**src/rtl/pipelined_wide_adder.sv**
```systemverilog
// Carry-segmented pipelined adder: one SW-bit slice is resolved per stage, and the
// carry is registered between slices. The pipe is fully pipelined with backpressure.
module pipelined_wide_adder #(
    parameter int WIDTH  = 16,
    parameter int STAGES = 4
) (
    input  logic             clk,
    input  logic             reset,
    input  logic             in_valid,
    output logic             in_ready,
    input  logic [WIDTH-1:0] a,
    input  logic [WIDTH-1:0] b,
    input  logic             cin,
    output logic             out_valid,
    input  logic             out_ready,
    output logic [WIDTH-1:0] sum,
    output logic             cout
);
    localparam int SW = WIDTH / STAGES;

    // Handshake: a transfer happens on a rising edge where valid and ready are both high.
    // Producers never withdraw valid, and ready may depend combinationally on the other side's ready.
    logic [STAGES-1:0] valid;
    logic [STAGES-1:0] carry;
    logic [WIDTH-1:0]  a_r     [STAGES];
    logic [WIDTH-1:0]  b_r     [STAGES];
    logic [WIDTH-1:0]  res_r   [STAGES];

    logic [STAGES-1:0] adv;
    logic [STAGES-1:0] src_valid;
    logic [STAGES-1:0] src_carry;
    logic [WIDTH-1:0]  src_a   [STAGES];
    logic [WIDTH-1:0]  src_b   [STAGES];
    logic [WIDTH-1:0]  src_res [STAGES];
    logic [SW:0]       slice   [STAGES];
    logic [WIDTH-1:0]  nxt_res [STAGES];

    // A stage may load when it or any stage after it is empty, or when the output drains.
    always_comb begin : adv_chain
        logic room;
        adv  = '0;
        room = 1'b0;
        for (int k = 0; k < STAGES; k++) begin
            room = out_ready;
            for (int j = k; j < STAGES; j++) begin
                room = room | ~valid[j];
            end
            adv[k] = room;
        end
    end

    always_comb begin
        src_valid[0] = in_valid;
        src_carry[0] = cin;
        src_a[0]     = a;
        src_b[0]     = b;
        src_res[0]   = '0;
        for (int k = 1; k < STAGES; k++) begin
            src_valid[k] = valid[k-1];
            src_carry[k] = carry[k-1];
            src_a[k]     = a_r[k-1];
            src_b[k]     = b_r[k-1];
            src_res[k]   = res_r[k-1];
        end
        for (int k = 0; k < STAGES; k++) begin
            slice[k] = {1'b0, src_a[k][k*SW +: SW]} + {1'b0, src_b[k][k*SW +: SW]}
                     + {{SW{1'b0}}, src_carry[k]};
            nxt_res[k] = src_res[k];
            nxt_res[k][k*SW +: SW] = slice[k][SW-1:0];
        end
    end

    // Data only moves with a valid token, so bubbles never disturb held results.
    always_ff @(posedge clk or posedge reset) begin
        if (reset) begin
            valid <= '0;
            carry <= '0;
            for (int k = 0; k < STAGES; k++) begin
                a_r[k]   <= '0;
                b_r[k]   <= '0;
                res_r[k] <= '0;
            end
        end else begin
            for (int k = 0; k < STAGES; k++) begin
                if (adv[k]) begin
                    valid[k] <= src_valid[k];
                    if (src_valid[k]) begin
                        a_r[k]   <= src_a[k];
                        b_r[k]   <= src_b[k];
                        carry[k] <= slice[k][SW];
                        res_r[k] <= nxt_res[k];
                    end
                end
            end
        end
    end

    assign in_ready  = adv[0];
    assign out_valid = valid[STAGES-1];
    assign sum       = res_r[STAGES-1];
    assign cout      = carry[STAGES-1];

endmodule
```
**config.mk**
```make
export PLATFORM = sky130hd
export DESIGN_NAME = pipelined_wide_adder
export DESIGN_NICKNAME = d
export VERILOG_FILES = /design/src/rtl/pipelined_wide_adder.sv
export SDC_FILE = /design/constraint.sdc
export NUM_CORES = 1
export LEC_CHECK = 0
export CORE_UTILIZATION = 57
export CTS_BUF_LIST = sky130_fd_sc_hd__clkbuf_8
export CTS_CLUSTER_DIAMETER = 200
export DETAILED_ROUTE_END_ITERATION = 6
export GPL_ROUTABILITY_DRIVEN = 0
export HOLD_SLACK_MARGIN = 0.03
export PLACE_DENSITY = 0.83
export SYNTH_ARGS = -nofsm -noshare
export SYNTH_HDL_FRONTEND = slang
export SYNTH_SLANG_ARGS = --single-unit
```
**constraint.sdc**
```tcl
create_clock -name clk -period 3.9 [get_ports clk]
set_input_delay 0.78 -clock clk [delete_from_list [all_inputs] [get_ports clk]]
set_output_delay 0.78 -clock clk [all_outputs]
set_load 0.005 [all_outputs]
```
== Yosys cells after proc, flatten, opt, wreduce, memory -nomap -nowiden ==
Cells that the tools add are included.
Cells by class
  add/subtract/negate cells: 8
  bitwise gates (word level): 14
  reduce and logical (&&, ||, !) cells: 4
Operators by type and width (number)
  4-bit by 4-bit adder with 5-bit output: 4
  5-bit by 1-bit adder with 5-bit output: 4
  1-bit OR: 10
  2-bit AND reduction: 4
  1-bit NOT: 4
Word-level totals
  output and inout port bits: 19
  register bits after elaboration: 144
  bits of input ports: 37
  logic and storage cells: 44

== Depth between registers and ports, before layout ==
Gate-level depths: netlist (run 1).
  depth after elaboration: 6
  mapped depth: 7
  depth with buffers taken out: 7

== Worst setup path after synthesis (run 1) ==
No wires, ideal clock.
  path kind: in2out
  from: input out_ready
  to: output in_ready
  data required time: 3120 ps
  data arrival time: 1261 ps
  stages on the path: 2
  path buffers: 0
  path slack: 1859 ps
  path through: nand4b_4 > or2_2
Between the ends
  word-level cells in the longest chain between the ends: 4
Ends and longest elaborated chain
  from (decl): line 15  | input logic out_ready,
  1-bit OR (4 in series): line 46  | room = room | ~valid[j];
  to (decl): line 10  | output logic in_ready,
Every way passes these cells.

== Worst setup path in the final report (run 1) ==
Ends and elaborated chain as after synthesis.

==> results.txt, run 1 <==
The initial utilization of the core area, before any placement, comes to 59.9%. For this run, the slowest stage of the critical path takes 0.45 ns. For the number of design rule violations left after detail routing, the log shows 0.

Once routing completed, OpenROAD measured the worst setup slack at 0.937 ns. The cell that appears most often on the critical path is sky130_fd_sc_hd__clkdlybuf4s50_1. The startpoint class of the critical path is an input port. Static timing analysis puts the maximum clock frequency at 337 MHz. The tightest min-delay check is of the register to register type. In the final layout, the multi-input gates occupy 1580 um2. Area of the mapped netlist: 4120 um2. The die span in y came out at 87.0 um. Global routing used 19.4% of the available tracks across all layers.

Across the whole layout, storage elements account for 2400 um2. Traced cell by cell, the critical path runs through clkdlybuf4s50_1 -> nand4b_4 -> or2_2 -> clkdlybuf4s50_1. The run gives 400 as the number of nets in the finished design. Subtracting the final worst setup slack from the clock period gives 2.96 ns.

The number of vias per cell came out at 5.03. TritonCTS built the clock tree. The I/O pin total was 56. The simple logic cell fraction of the synthesized area is 3.31%, and the count of port buffers added during placement is 55. The number of buffers and inverters on the critical path is 2.

The horizontal die dimension is 87.0 um, and the top fanout value on the critical path is 4. The number of synthesis warnings was 0. In this design, the largest share of critical-path delay is due to buffers and inverters. In this run, CTS created clock tree buffers numbering 9. The worst-case IR drop observed on VDD is 0.260 mV.

The analysis attributes to cell leakage a power of 2.20 nW. Critical register-to-register path endpoint: nxt_res[20]. The logs give 63 for the pin count of the biggest net entering global routing and 6290 um for the final wirelength. The cell count along the critical path is 4. Dividing the final minimum period by the clock period gives 76.0%. Gates resized during post-CTS repair numbered 0. Dividing the detail-routed wire length by the instance count gives 14.2 um.

The number of library cell types mapped by synthesis came out at 21. After routing, the total negative slack on setup checks comes to 0 ns. For the total congestion overflow, the log shows 0. The first global-routing pass estimated 10800 um of wire. The final setup violation count is 0. The detailed router placed 2233 vias in this run. For the CTS sink count, the log shows 96. The share of final-layout standard cells stronger than drive strength 1 was 28.7%; the post-synthesis mux area share was 21.1%. In this run the worst setup path terminates at in_ready. The area overhead of the layout relative to synthesis was 19.4%; the initial antenna violation count was 0. For the worst hold margin, the log shows 0.477 ns.

The first detailed-routing pass took 4 iterations. In this run, the number of DRC markers left after iteration 0 of detailed routing was 107. The hold violation count in the final report is 0. The run finished with clean final reports. Synthesis produced a netlist with a net count of 340. Measured against its own limit, the worst slew margin works out to 25.6%. The clock passes through at most 2 buffers. The repair_antennas step left the layout with diodes totalling 0.

By area, the combinational part of the netlist is dominated by multiplexers. The count of pins over their slew limit was 0; the worst-case reg-to-reg path depth was 3. At the worst endpoint, the arrival time is 2.18 ns.

Counting the fill cells in the layout gives 486. Setup repair after global routing left no endpoint under its margin. The XOR/XNOR share of the synthesized area came out at 1.70%.

The slew at the pin with the worst max-slew slack was 1.11 ns; the share of the core filled with cells was 71.6%. For this design, the CTS-stage hold fixing added 0 buffers. In this run the critical register-to-register path is launched from valid[2]. The largest individual stage delay along the critical path comes from the cell sky130_fd_sc_hd__clkdlybuf4s50_1. The logs give 0.0113 ns for the clock tree skew after final layout and 6870 um2 for the placeable core region.

The critical path start-end classification was input port to output port. The cell at the root of the clock tree is sky130_fd_sc_hd__clkbuf_8. The post-synthesis compound-gate area fraction is 4.65%, and the number of nets still failing antenna checks after routing is 0.

The synthesized-area fraction occupied by adder cells was 7.54%; the required time of the worst setup path was 3.12 ns. The power density relative to cell area was 620 nW/um2; the average footprint of a synthesized cell was 14.5 um2. The share of the Yosys chip area taken by registers is 58.4%.

The logs give 0 for the max-capacitance violation count and 0.36 ns for the clock insertion delay at the later pin of the skew report. Clock-pin slew on the worst setup and hold paths: 0.09 ns. Level count of the clock H-tree: 3. The die covers 7570 um2. The run gives 30 as the placement row count.

The source of the critical timing path was out_ready. Summed over all nets, the half-perimeter wirelength after detailed placement is 4420 um. After technology mapping, the gate count stands at 283. After synthesis the netlist holds a flip-flop and latch count of 96. The worst setup path is captured at an output port.

The post-CTS setup-driven buffer insertion count came out at 0. Prior to clock tree synthesis, the placed netlist has a worst setup slack of 0.936 ns. The via count of the first global-routing pass is 2328, and the reg2reg setup slack is 1.92 ns.
==> power breakdown <==
part           switching [W]  internal [W]  total (W)
Clock               0.000324      0.000264   0.000588
Sequential          0.000187       0.00133    0.00151
Combinational       0.000352      0.000592   0.000944
Total               0.000863       0.00218    0.00305
==> layout by cell type, fill, tap and decap left out, types with 2 or more instances in the layout <==
cell / n
sky130_fd_sc_hd__dfrtp_1: 96
sky130_fd_sc_hd__mux2_1: 2
sky130_fd_sc_hd__nand2b_1: 4
sky130_fd_sc_hd__a21o_1: 8
sky130_fd_sc_hd__a21oi_1: 8
sky130_fd_sc_hd__ha_1: 12
sky130_fd_sc_hd__nand2_1: 18
sky130_fd_sc_hd__clkdlybuf4s50_1: 55
sky130_fd_sc_hd__inv_1: 13
sky130_fd_sc_hd__mux2_2: 75
sky130_fd_sc_hd__clkinv_2: 3
sky130_fd_sc_hd__o21ai_0: 15
sky130_fd_sc_hd__buf_4: 4
sky130_fd_sc_hd__xor2_1: 7
sky130_fd_sc_hd__clkbuf_8: 11
sky130_fd_sc_hd__fa_1: 8
==> how the worst min path moves through the flow <==
| stage | slack (ns) | cells past startpoint | endpoint | startpoint |
|---|---|---|---|---|
| after floorplan | 0.44 | 2 | nxt_res[21] | nxt_res[21] |
| final | 0.48 | 2 | nxt_res[9] | nxt_res[9] |
| after global placement | 0.46 | 2 | nxt_res[34] | nxt_res[34] |
| after CTS | 0.49 | 2 | nxt_res[9] | nxt_res[9] |
| after detailed placement | 0.47 | 2 | nxt_res[9] | nxt_res[9] |
| after global routing | 0.52 | 1 | a_r[59] | a_r[59] |
==> state kept, by name, indices dropped and copies added (netlist names) <==
register  flops
a_r          24
b_r          24
carry         4
nxt_res      24
sum          16
valid         4
==> per-stage QoR <==
| stage | instance area (um2) | std cells | total power (W) |
|---|---|---|---|
| finish | 4920 | 444 | 0.00305 |
| global route | 4920 | 444 | 0.00325 |
| CTS | 4920 | 444 | 0.00309 |
| detailed placement | 4730 | 428 | 0.00250 |
| global placement | 4730 | 428 | 0.00243 |
| floorplan | 4120 | 283 | 0.00212 |
==> synthesized netlist by cell type <==
library cell | instances | area share [%]
sky130_fd_sc_hd__dfrtp_1 | 96 | 58
sky130_fd_sc_hd__mux2_2 | 75 | 21
sky130_fd_sc_hd__nand2_1 | 18 | 1.6
sky130_fd_sc_hd__o21ai_0 | 15 | 1.8
sky130_fd_sc_hd__inv_1 | 14 | 1.3
sky130_fd_sc_hd__ha_1 | 12 | 3.6
sky130_fd_sc_hd__a21o_1 | 8 | 1.5
sky130_fd_sc_hd__a21oi_1 | 8 | 0.97
sky130_fd_sc_hd__fa_1 | 8 | 3.9
sky130_fd_sc_hd__xor2_1 | 7 | 1.5
sky130_fd_sc_hd__buf_6 | 5 | 1.4
sky130_fd_sc_hd__nand2b_1 | 4 | 0.61
sky130_fd_sc_hd__buf_2 | 3 | 0.36
sky130_fd_sc_hd__buf_4 | 2 | 0.36
sky130_fd_sc_hd__mux2_1 | 2 | 0.55
sky130_fd_sc_hd__nand2_2 | 1 | 0.15
sky130_fd_sc_hd__nand3b_1 | 1 | 0.18
sky130_fd_sc_hd__nand4b_4 | 1 | 0.58
sky130_fd_sc_hd__o21ai_4 | 1 | 0.40
sky130_fd_sc_hd__or2_2 | 1 | 0.15
sky130_fd_sc_hd__xnor2_1 | 1 | 0.21
==> tightest hold or removal path, stage by stage (launching register included) <==
cell                      delay (ns)
sky130_fd_sc_hd__dfrtp_1        0.35
sky130_fd_sc_hd__nand2_1        0.04
sky130_fd_sc_hd__o21ai_0        0.05
==> metal layers <==
layer | GRT usage (%) | share of wire, % | routed length [um] | vias to the layer above
li1 | - | - | - | 1091
met1 | 24.7 | 45 | 2820 | 1089
met2 | 31.9 | 50 | 3160 | 43
met3 | 3.79 | 2.9 | 180 | 10
met4 | 9.55 | 2.1 | 130 | 0
met5 | 0 | 0 | 0 | -
==> kinds of logic (layout without fill, tap and decap cells) <==
kind of cell / count (synthesis) / in the layout
multiplexers: 77 / 77
flip-flops: 96 / 96
adder cells (fa/ha/maj): 20 / 20
buffers and inverters: 24 / 89
AND/OR/NAND/NOR: 26 / 26
AO/OA/AOI/OAI: 32 / 32
XOR/XNOR: 8 / 8
==> final cells by class <==
| cell class | instances | area share (%) |
|---|---|---|
| inverter | 14 | 1.12 |
| multi-input combinational | 163 | 32.0 |
| sequential | 96 | 48.9 |
| clock buffer | 11 | 3.08 |
| timing repair buffer | 59 | 11.8 |
| tap | 96 | 2.44 |
| clock inverter | 5 | 0.636 |
Note: power is estimated with default switching activity, not from simulation.
==> run 2: changes to the inputs <==
CORE_UTILIZATION = 51   (was 57)
PLACE_DENSITY = 0.79   (was 0.83)
clock period = 2.7 ns   (was 3.9 ns; I/O delays follow)
==> run 2 against run 1 <==
Flip-flop and latch count is the same. Clock power grew 55%. Non-clock buffer count grew 2. Clock-buffer cell count is the same. Final area grew 1.5%. Register-to-register slack lost 1.1 ns. Via count grew 1.7%. Combinational power grew 46%. Final cell count grew 1.4%. Worst setup slack lost 0.73 ns.
==> results.txt, run 2 (same netlist as run 1, synthesis figures left out) <==
The logs give 11000 um for the first-pass GRT wire length and 0 for the final setup violation count. The run gives 6190 um as the final wirelength. Reg-to-reg critical path startpoint: carry[2]. For the number of filler cells placed in the layout, the log shows 577.

The total placed cells including tap cells is 436, and the worst slew margin relative to its limit is 62.2%. Clock-pin slew on the worst setup and hold paths: 0.08 ns. For this design the ratio of total power to cell area is 897 nW/um2.

After clock tree synthesis, the setup repair step added 0 buffers. For the worst flop-to-flop path, the logic depth is 5. The setup TNS was 0 ns; the count of port buffers added during placement was 55. The combined area of the multi-input logic cells was 1580 um2; the die span in y was 91.8 um.

The tools report the max-capacitance violation count as 0. Commonest non-fill, non-tap cell in the layout: sky130_fd_sc_hd__dfrtp_1. The design internal power came out at 0.00325 W. The number of resized instances in the post-cts repair step is 0. The switching share of total power came out at 27.4%. The top fanout value on the critical path is 4. The number of clock buffers inserted by TritonCTS is 9, and the final cell count without fillers is 450. For the worst-skew pair, the clock arrives at the later sink with an insertion delay of 0.35 ns. The run gives 0 as the number of nets still failing antenna checks after routing.

Worst min-delay path class: register to register. The critical path start-end classification is input port to output port. The reg2reg setup slack was 0.83 ns; the first-pass detailed-route iteration total was 4. The share of the core filled with cells was 64.2%; the clock tree skew after final layout was 0.00699 ns. The net count of the finished layout is 402. The hold violation count in the final report is 0. The design area is 4990 um2. The root buffer cell chosen for the clock tree is sky130_fd_sc_hd__clkbuf_8. The logs give 0 for the number of buffers inserted by hold repair at cts and 56 for the pin count of the biggest net entering global routing. Traced cell by cell, the critical path runs through clkdlybuf4s50_1 -> nand4b_4 -> or2_2 -> clkdlybuf4s50_1.

After detailed placement, the total cell area comes to 4790 um2. Broken down by cell family, the worst path's largest delay share belongs to buffers and inverters. Capture endpoint of the worst hold path: nxt_res[10]. The starting density of the core was 53.0%. The tools report the worst path arrival time as 1.95 ns. Summed over all nets, the half-perimeter wirelength after detailed placement is 4340 um.

The library cells used most frequently in the layout, excluding fill and tap cells, are sky130_fd_sc_hd__dfrtp_1, sky130_fd_sc_hd__mux2_2, sky130_fd_sc_hd__clkdlybuf4s50_1, sky130_fd_sc_hd__nand2_1, sky130_fd_sc_hd__o21ai_0. The count of pins over their slew limit was 0; the number of buffers on the longest clock path was 2. Total congestion overflow: 0. The shortest clock period the worst path allows after layout works out to 2.49 ns. The initial antenna violation count was 0; the reported leakage power was 2.22 nW. Vias after detailed routing: 2271.

The area taken by flip-flops and latches was 2400 um2; the maximum operating frequency was 401 MHz. In this run, the clock network consumes 20.4% of the power. For the worst setup path, the data required time is 2.16 ns.

After floorplanning, the core was divided into 32 placement rows. Number of design rule violations left after detail routing: 0. 56 I/O pins were placed. The flow ran to the end, and the final reports show no timing, DRC or antenna violations. The switching power was 0.00123 W. Critical register-to-register path endpoint: carry[3].

Registers are responsible for 48.7% of the overall power. The share of total power dissipated in combinational logic is 30.9%. The CTS sink count came out at 96. Setup repair after global routing left no endpoint under its margin.

At the pin with the least slew margin, the transition time is 0.565 ns. Together, buffers and inverters on the worst path number 2. Counting stages on the worst path, the most repeated cell is sky130_fd_sc_hd__clkdlybuf4s50_1.

The largest stage delay on the critical path is 0.45 ns. The repair_antennas step left the layout with diodes totalling 0. Cells with a size suffix above 1 make up 28.7% of the layout.

The slowest stage of the critical path belongs to the cell sky130_fd_sc_hd__clkdlybuf4s50_1. Global routing used 17.1% of the available tracks. The number of cells traversed by the worst hold path works out to 2. The post-route fraction of the period consumed by the critical path is 92.4%. The average wire length per cell after detail routing works out to 13.8 um. Area overhead of the layout relative to synthesis: 21.2%. In this run the number of H-tree levels came out at 3.

The horizontal die dimension is 91.8 um, and the number of vias per cell is 5.05. The tools report the origin of the worst min-delay path as nxt_res[10]. Final hold analysis gives a worst-case slack of 0.475 ns. The worst setup path is launched from an input port.

The logs give 0.367 mV for the maximum vdd drop and 7770 um2 for the placeable core region. The tools report the die area as 8430 um2. The nature of the critical path endpoint is an output port. TritonCTS built the clock tree. The via count of the first global-routing pass is 2364.

In this run, the number of DRC markers left after iteration 0 of detailed routing was 73.
[run 2: changes by cell type in the layout (fill, tap and decap cells not counted)]
cell,change
sky130_fd_sc_hd__buf_12,+3
sky130_fd_sc_hd__inv_4,-1
sky130_fd_sc_hd__buf_4,-1
sky130_fd_sc_hd__clkinvlp_4,+1
sky130_fd_sc_hd__clkinv_4,-1
sky130_fd_sc_hd__clkinv_2,-2
sky130_fd_sc_hd__bufinv_16,+1
[run 2: power by group through the flow]
| stage | sequential, W | clock [W] | combinational (W) |
|---|---|---|---|
| floorplan | 0.00216 | 0 | 0.000913 |
| global placement | 0.00219 | 0 | 0.00134 |
| detailed placement | 0.00222 | 0 | 0.00140 |
| CTS | 0.00219 | 0.000941 | 0.00141 |
| global route | 0.00225 | 0.00101 | 0.00155 |
| finish | 0.00218 | 0.000914 | 0.00138 |
[run 2: worst min-delay path: stages (launching register included)]
cell and delay (ns):
sky130_fd_sc_hd__dfrtp_1 0.34, sky130_fd_sc_hd__nand2_1 0.04, sky130_fd_sc_hd__o21ai_0 0.05
[run 2: worst max path at each step]
stage	from	to	slack (ns)	depth (start not counted)
after floorplan	carry[2]	carry[3]	0.98	5
after global placement	out_ready	in_ready	0.24	4
after detailed placement	out_ready	in_ready	0.20	4
after CTS	out_ready	in_ready	0.20	4
after global routing	out_ready	in_ready	0.14	4
final	out_ready	in_ready	0.21	4
[run 2: metal layers]
metal  global-route usage [%]  wire [um]  share of wire, %
met1                     21.5       2730                44
met2                     28.5       3140                51
met3                     3.57        184               3.0
met4                     8.07        127               2.1
met5                        0          0                 0
[run 2: final cells by class]
class / count / area share [%]
Sequential cell: 96 / 48.2
Multi-Input combinational cell: 163 / 31.6
Timing Repair Buffer: 61 / 12.7
Clock buffer: 11 / 3.03
Tap cell: 102 / 2.56
Inverter: 14 / 1.13
Clock inverter: 3 / 0.853
[run 2: per-stage QoR]
stage	worst slack (ns)	total power (W)
after floorplan	0.981	0.00307
after global placement	0.239	0.00353
after detailed placement	0.203	0.00362
after CTS	0.198	0.00454
after global routing	0.144	0.00481
final	0.206	0.00448
